[src/rtl/intr_ctrl.sv]
// intr_ctrl: prioritised interrupt controller for NUM_SRC sources.
// Sources are latched into PEND, gated by MASK and the global enable,
// and the lowest-index active source wins.  The winner is presented to
// the CPU through the intr/int_ack pair, and the serviced vector is
// readable through the memory-mapped VEC register.
// Build option: define INTC_EDGE_EN for edge-detected sticky pending bits.
// Without it, the controller runs in level mode and PEND follows src_irq.
//
// CPU handshake: intr is a registered request.  Once raised, it is held
// until int_ack is seen high.  The vector is captured on that same cycle,
// and intr drops on the next edge.  The controller then waits for int_ack
// to fall before it can raise another request.  An int_ack that does not
// answer an outstanding intr is ignored.
module intr_ctrl #(
  parameter int NUM_SRC = 8,
  parameter int DW      = 32
) (
  input  logic               sys_clk,
  input  logic               sys_rst,
  input  logic [NUM_SRC-1:0] src_irq,
  input  logic               io_cs,
  input  logic               io_wr,
  input  logic               io_rd,
  input  logic [1:0]         io_addr,
  input  logic [DW-1:0]      io_din,
  output logic [DW-1:0]      io_dout,
  output logic               intr,
  input  logic               int_ack,
  output logic               ie,
  output logic [1:0]         dbg_state
);

  localparam int VEC_W = $clog2(NUM_SRC + 1);
  localparam logic [VEC_W-1:0] VEC_NONE = VEC_W'(NUM_SRC);

  localparam logic [1:0] A_PEND = 2'd0;
  localparam logic [1:0] A_MASK = 2'd1;
  localparam logic [1:0] A_VEC  = 2'd2;
  localparam logic [1:0] A_CTRL = 2'd3;

  typedef enum logic [1:0] {
    S_IDLE = 2'd0,
    S_REQ  = 2'd1,
    S_WAIT = 2'd2
  } state_t;

  state_t             state;
  logic [NUM_SRC-1:0] mask;
  logic [NUM_SRC-1:0] pend;
  logic [VEC_W-1:0]   vec_q;
  logic [NUM_SRC-1:0] act;
  logic [NUM_SRC-1:0] win_oh;
  logic [VEC_W-1:0]   winner;
  logic               wr_en;
  logic               rd_en;
  logic               ack_take;
  logic [DW-1:0]      pend_word;
  logic [DW-1:0]      mask_word;
  logic [DW-1:0]      vec_word;
  logic               unused_din;

  assign wr_en     = io_cs & io_wr;
  assign rd_en     = io_cs & io_rd;
  assign ack_take  = (state == S_REQ) & int_ack;
  assign dbg_state = state;
  // Only the low NUM_SRC bits of a write carry meaning.
  assign unused_din = ^io_din;

`ifdef INTC_EDGE_EN
  logic [NUM_SRC-1:0] src_q;
  logic [NUM_SRC-1:0] pend_q;
  logic [NUM_SRC-1:0] w1c;
  logic [NUM_SRC-1:0] ack_clr;

  assign w1c     = (wr_en && io_addr == A_PEND) ? io_din[NUM_SRC-1:0] : '0;
  assign ack_clr = ack_take ? win_oh : '0;
  assign pend    = pend_q;

  // Sticky pending bits.  A new rising edge overrides any clear in the same cycle.
  always_ff @(posedge sys_clk or negedge sys_rst) begin
    if (!sys_rst) begin
      src_q  <= '0;
      pend_q <= '0;
    end else begin
      src_q  <= src_irq;
      pend_q <= (pend_q & ~w1c & ~ack_clr) | (src_irq & ~src_q);
    end
  end
`else
  // Level mode: sources are expected to hold their request until serviced.
  assign pend = src_irq;
`endif

  assign act = pend & mask;

  // Fixed priority: the lowest active index wins, and an empty set gives the spurious vector.
  always_comb begin
    winner = VEC_NONE;
    win_oh = '0;
    for (int i = NUM_SRC - 1; i >= 0; i--) begin
      if (act[i]) begin
        winner    = VEC_W'(i);
        win_oh    = '0;
        win_oh[i] = 1'b1;
      end
    end
  end

  // Zero-extended register views for the read mux.
  always_comb begin
    pend_word                = '0;
    pend_word[NUM_SRC-1:0]   = pend;
    mask_word                = '0;
    mask_word[NUM_SRC-1:0]   = mask;
    vec_word                 = '0;
    vec_word[VEC_W-1:0]      = vec_q;
  end

  // MASK and CTRL write-side registers.
  always_ff @(posedge sys_clk or negedge sys_rst) begin
    if (!sys_rst) begin
      mask <= '0;
      ie   <= 1'b0;
    end else if (wr_en) begin
      if (io_addr == A_MASK) mask <= io_din[NUM_SRC-1:0];
      if (io_addr == A_CTRL) ie   <= io_din[0];
    end
  end

  // Registered read data.  It holds the requested word for one cycle and is zero otherwise.
  always_ff @(posedge sys_clk or negedge sys_rst) begin
    if (!sys_rst) begin
      io_dout <= '0;
    end else if (rd_en) begin
      case (io_addr)
        A_PEND:  io_dout <= pend_word;
        A_MASK:  io_dout <= mask_word;
        A_VEC:   io_dout <= vec_word;
        A_CTRL:  io_dout <= {{(DW-1){1'b0}}, ie};
        default: io_dout <= '0;
      endcase
    end else begin
      io_dout <= '0;
    end
  end

  // Request/acknowledge FSM.  The vector is chosen at acknowledge time, not at request time.
  always_ff @(posedge sys_clk or negedge sys_rst) begin
    if (!sys_rst) begin
      state <= S_IDLE;
      intr  <= 1'b0;
      vec_q <= VEC_NONE;
    end else begin
      case (state)
        S_IDLE: begin
          if (ie && |act) begin
            state <= S_REQ;
            intr  <= 1'b1;
          end
        end
        S_REQ: begin
          if (int_ack) begin
            vec_q <= winner;
            intr  <= 1'b0;
            state <= S_WAIT;
          end
        end
        S_WAIT: begin
          if (!int_ack) state <= S_IDLE;
        end
        default: begin
          state <= S_IDLE;
          intr  <= 1'b0;
        end
      endcase
    end
  end

endmodule

[config.mk]
export PLATFORM = sky130hd
export DESIGN_NAME = intr_ctrl
export DESIGN_NICKNAME = d
export VERILOG_FILES = /design/src/rtl/intr_ctrl.sv
export SDC_FILE = /design/constraint.sdc
export NUM_CORES = 1
export LEC_CHECK = 0
export CORE_UTILIZATION = 39
export CTS_BUF_LIST = sky130_fd_sc_hd__clkbuf_16
export CTS_CLUSTER_DIAMETER = 150
export DETAILED_ROUTE_END_ITERATION = 12
export GPL_ROUTABILITY_DRIVEN = 0
export PLACE_DENSITY = 0.95
export SLEW_MARGIN = 40
export SYNTH_ARGS = -nofsm -noshare
export SYNTH_HDL_FRONTEND = slang
export SYNTH_SLANG_ARGS = --single-unit
export TNS_END_PERCENT = 10
[constraint.sdc]
create_clock -name sys_clk -period 1.82 [get_ports sys_clk]
set_clock_uncertainty 0.1 [all_clocks]
set_input_delay 0.455 -clock sys_clk [delete_from_list [all_inputs] [get_ports sys_clk]]
set_output_delay 0.455 -clock sys_clk [all_outputs]
set_load 0.05 [all_outputs]
Word level (Yosys, flattened, before mapping):

Cells that the tools add are included.

* eq/ne operators: 8
* multiplexer cells: 17
* bitwise logic cells: 4
* reduce and logical (&&, ||, !) cells: 9

Operators by type and width (number)
* $pmux 32 s4: 1
* $mux 32: 1
* $mux 4: 8
* $and 8x8->8: 1
* $reduce_or 8->1: 1
* $eq 2x2->1 const B: 3
* $mux 2: 3
* $ne 2x2->1 const B: 3
* $pmux 2 s3: 1
* $reduce_and 2->1: 3
* $reduce_and 3->1: 2
* $eq 2x1->1 const B: 2
* $logic_not 2->1: 2
* $pmux 1 s3: 1
* $and 1x1->1: 2
* $mux 1: 2
* $logic_and 1x1->1: 1
* $not 1->1: 1

* flip-flop bits (word level): 48
* output and inout port bits: 36

Depth between registers and ports, before layout:

* word-level depth: 9
* depth in mapped cells: 5
* depth with buffers taken out: 4

Least setup slack after synthesis:

OpenSTA, ideal clock, no wires.

* path kind: register to register
* start: register state[1], in the netlist dbg_state[1]
* end: register vec_q[2]
* data arrival time: 1.306 ns
* setup slack: 0.290 ns
* cell stages (with the launch flop): 3
* path buffers: 0
* period minus slack after synthesis: 1.530 ns
* path through: dfrtp_1 > nand3b_1 > mux2_2

* longest elaborated chain between the ends: 2

Ends and longest elaborated chain
* start, declared: line 47 `state_t state;`
* start signal, assigned: line 150 `state <= S_IDLE;`
* start signal, assigned: line 157 `state <= S_REQ;`
* start signal, assigned: line 165 `state <= S_WAIT;`
* $eq 2x1->1: line 154 `case (state)`
* $reduce_and 2->1 (no source line)
* end signal, assigned: line 163 `vec_q <= winner;`
* end, declared: line 50 `logic [VEC_W-1:0] vec_q;`

No other way between the ends.
A chain may end at the register's enable or synchronous reset.

Worst setup path after layout:

* start: input port io_addr[0]
* end: register mask[7]

* longest elaborated chain between the ends: 2

Ends and longest elaborated chain
* start, declared: line 24 `input logic [1:0] io_addr,`
* $eq 2x1->1: line 125 `if (io_addr == A_MASK) mask <= io_din[NUM_SRC-1:0];`
* $reduce_and 2->1 (no source line)
* end signal, assigned: line 125
* end, declared: line 48 `logic [NUM_SRC-1:0] mask;`

No other way between the ends.

==> metrics.txt <==
post-synth top area cell dfrtp_1; min-delay worst type reg -> reg; multi-input logic area 593 sq um; Post-synth EDFFs 0; RSZ-0062 raised after global routing no; Max clock buf depth 2; Yosys warning total 0; H-tree depth 1; Power Total 2.07 mW; Hold-fix buffers, CTS 0; clock latency on the worst-skew pair 0.25 ns; I/O Buffers 35; DIE AREA 0.00357 sq mm; TritonCTS clock tree built; synthesis-to-layout area growth 34.2%; pin count of the biggest net entering global routing 25; fraction of registers with async set or reset after synthesis 1.00; Core Util, Final 0.562; endpoint type of the worst setup path register; Top Ports 84; Slew Viols, Final 0; Tmin final 1.61 ns; final net count 215; Total GRT Usage 0.145; maximum clock frequency 620 MHz; dominant cells by area after synthesis dfrtp_1 (44%), buf_4 (14%), mux2_2 (8.7%); Post-Synth XOR/XNOR Area 0.00674; Final ANT Viol Nets 0; Synth Area in Compound Gates 0.0905; Remaining DRCs 0; Final setup viols 0; startpoint types input pin; via count 964; Post-DP HPWL 1960 um; max cap viols 0; WS Path Type in -> reg; reg2reg path depth 4; adder-cell area share of the yosys netlist 0; total setup buffers inserted after CTS 0; Crit Path Max Fanout 8; Worst Hold Path Cells 2; CTS buffer count 3; Post-synth top flop dfrtp_1; die width 59.7 um; final setup margin 0.207 ns; CORE AREA 0.00310 sq mm; Max VDD drop 691 uV; endpoint arrival time on the critical path 1.65 ns; Fin. Hold Viols 0; share of cells above drive strength 1 0.205; global-route wire length before repair 3770 um; row count 20; routed wire length 2470 um; First DRT Iteration DRCs 26; main combinational cell family by area after synthesis multiplexers; TritonRoute pass-1 iters 4; Post-Syn Area 0.00130 sq mm; Ant. Diodes 0; PD cells 1190 mW/mm^2; CTS clk-pin slew, worst paths 0.06 ns; Fill cells 254; register area 602 sq um; post-CTS sizing 0; syn_area_per_cell 10.6 sq um; Place WS -0.0718 ns; antenna violations before repair 0; Fin Hold WS 0.414 ns; Cells after Synth 123; Initial Util 0.419; post-synthesis sequential area ratio 0.463; CTS sink cnt 24; number of global-route vias before repair 879; Synth Area in Simple Gates 0.129; post-synth top area share 0.443; Yosys reg bits 24; DR WL/cell 11.8 um; DIE HEIGHT 59.7 um; clk root buf clkbuf_16; Via density 4.59; leak pwr 0.842 nW; library cells used by synthesis 23; CP required 1.86 ns; outcome finished clean; grt ovf 0; multiplexer share of the synthesized area 0.161; fin crit share 0.886
==> critical path, stage by stage <==
cell	delay (ns)
clkdlybuf4s50_1	0.50
buf_4	0.18
nand4b_4	0.18
mux2_2	0.32
==> registers in the layout, summed over array words and instances, names as in the netlist <==
signal	cells
ie	1
dbg_state	2
intr	1
vec_q	4
mask	8
io_dout	8
==> cell type report <==
| class | count | area share |
|---|---|---|
| clock buffer | 3 | 0.0430 |
| timing repair buffer | 41 | 0.238 |
| sequential | 24 | 0.345 |
| clock inverter | 1 | 0.00215 |
| multi-input combinational | 97 | 0.340 |
| tap | 44 | 0.0316 |
==> kinds of logic after synthesis <==
logic type / after synthesis
AO/OA/AOI/OAI: 20
multiplexers: 18
AND/OR/NAND/NOR: 34
buffers and inverters: 25
other: 1
flip-flops: 24
XOR/XNOR: 1
==> layer usage <==
| layer | global-route usage | part of all wire | vias to the layer above |
|---|---|---|---|
| li1 | - | - | 463 |
| met1 | 0.168 | 0.39 | 459 |
| met2 | 0.248 | 0.54 | 38 |
| met3 | 0.0325 | 0.048 | 4 |
| met4 | 0.0797 | 0.020 | 0 |
| met5 | 0 | 0 | - |
==> synth_stat cells, types with 2 or more instances <==
| cell type | number |
|---|---|
| dfrtp_1 | 23 |
| nor2b_1 | 2 |
| a22oi_1 | 4 |
| nand2_1 | 13 |
| nand4_1 | 2 |
| a21oi_1 | 9 |
| o21ai_0 | 5 |
| nor2_1 | 12 |
| mux2i_1 | 7 |
| buf_4 | 24 |
| mux2_2 | 10 |
==> where the power goes <==
group          leakage, nW  internal (mW)  switching [mW]  total, mW
Combinational        0.500          0.347           0.455      0.802
Sequential           0.303          0.664           0.137      0.801
Clock               0.0385          0.293           0.173      0.466
Total                0.842           1.30           0.765       2.07
==> path summary, 6_finish.rpt <==
check	start	endpoint	slack (ns)
setup / recovery	io_addr[0]	mask[7]	0.21
hold / removal	vec_q[3]	vec_q[3]	0.41
setup reg to reg	dbg_state[1]	vec_q[0]	0.41
hold reg to reg	vec_q[3]	vec_q[3]	0.41
max in group asynchronous	sys_rst	vec_q[3]	0.90
min in group asynchronous	sys_rst	io_dout[0]	0.45
==> metrics by stage <==
step	std cells	instance area [sq um]	TNS (ns)
6_report	210	1740	0
5_1_grt	210	1740	0
4_1_cts	210	1740	0
3_5_place_dp	206	1670	-0.516
3_3_place_gp	206	1670	-0.369
2_1_floorplan	146	1390	0
==> cell usage in the layout, fill, tap and decap left out <==
master | Yosys | routed
a22o_1 | 1 | 1
mux2_2 | 10 | 10
nand4_1 | 2 | 2
clkbuf_16 | 0 | 3
clkinv_1 | 0 | 1
mux2i_1 | 7 | 7
o21ai_0 | 5 | 5
nand3b_1 | 1 | 1
nand3_1 | 1 | 1
or2_2 | 1 | 1
dfstp_2 | 1 | 1
buf_12 | 0 | 4
a22oi_1 | 4 | 4
nand4b_4 | 1 | 1
a21oi_1 | 9 | 9
conb_1 | 1 | 24
nor2_1 | 12 | 12
dfrtp_1 | 23 | 23
clkdlybuf4s50_1 | 0 | 23
nand2_1 | 13 | 13
xor2_1 | 1 | 1
buf_4 | 24 | 14
mux4_1 | 1 | 1
a32oi_1 | 1 | 1
and2_1 | 1 | 1
nor2b_1 | 2 | 2
(Power assumes the default switching activity.)
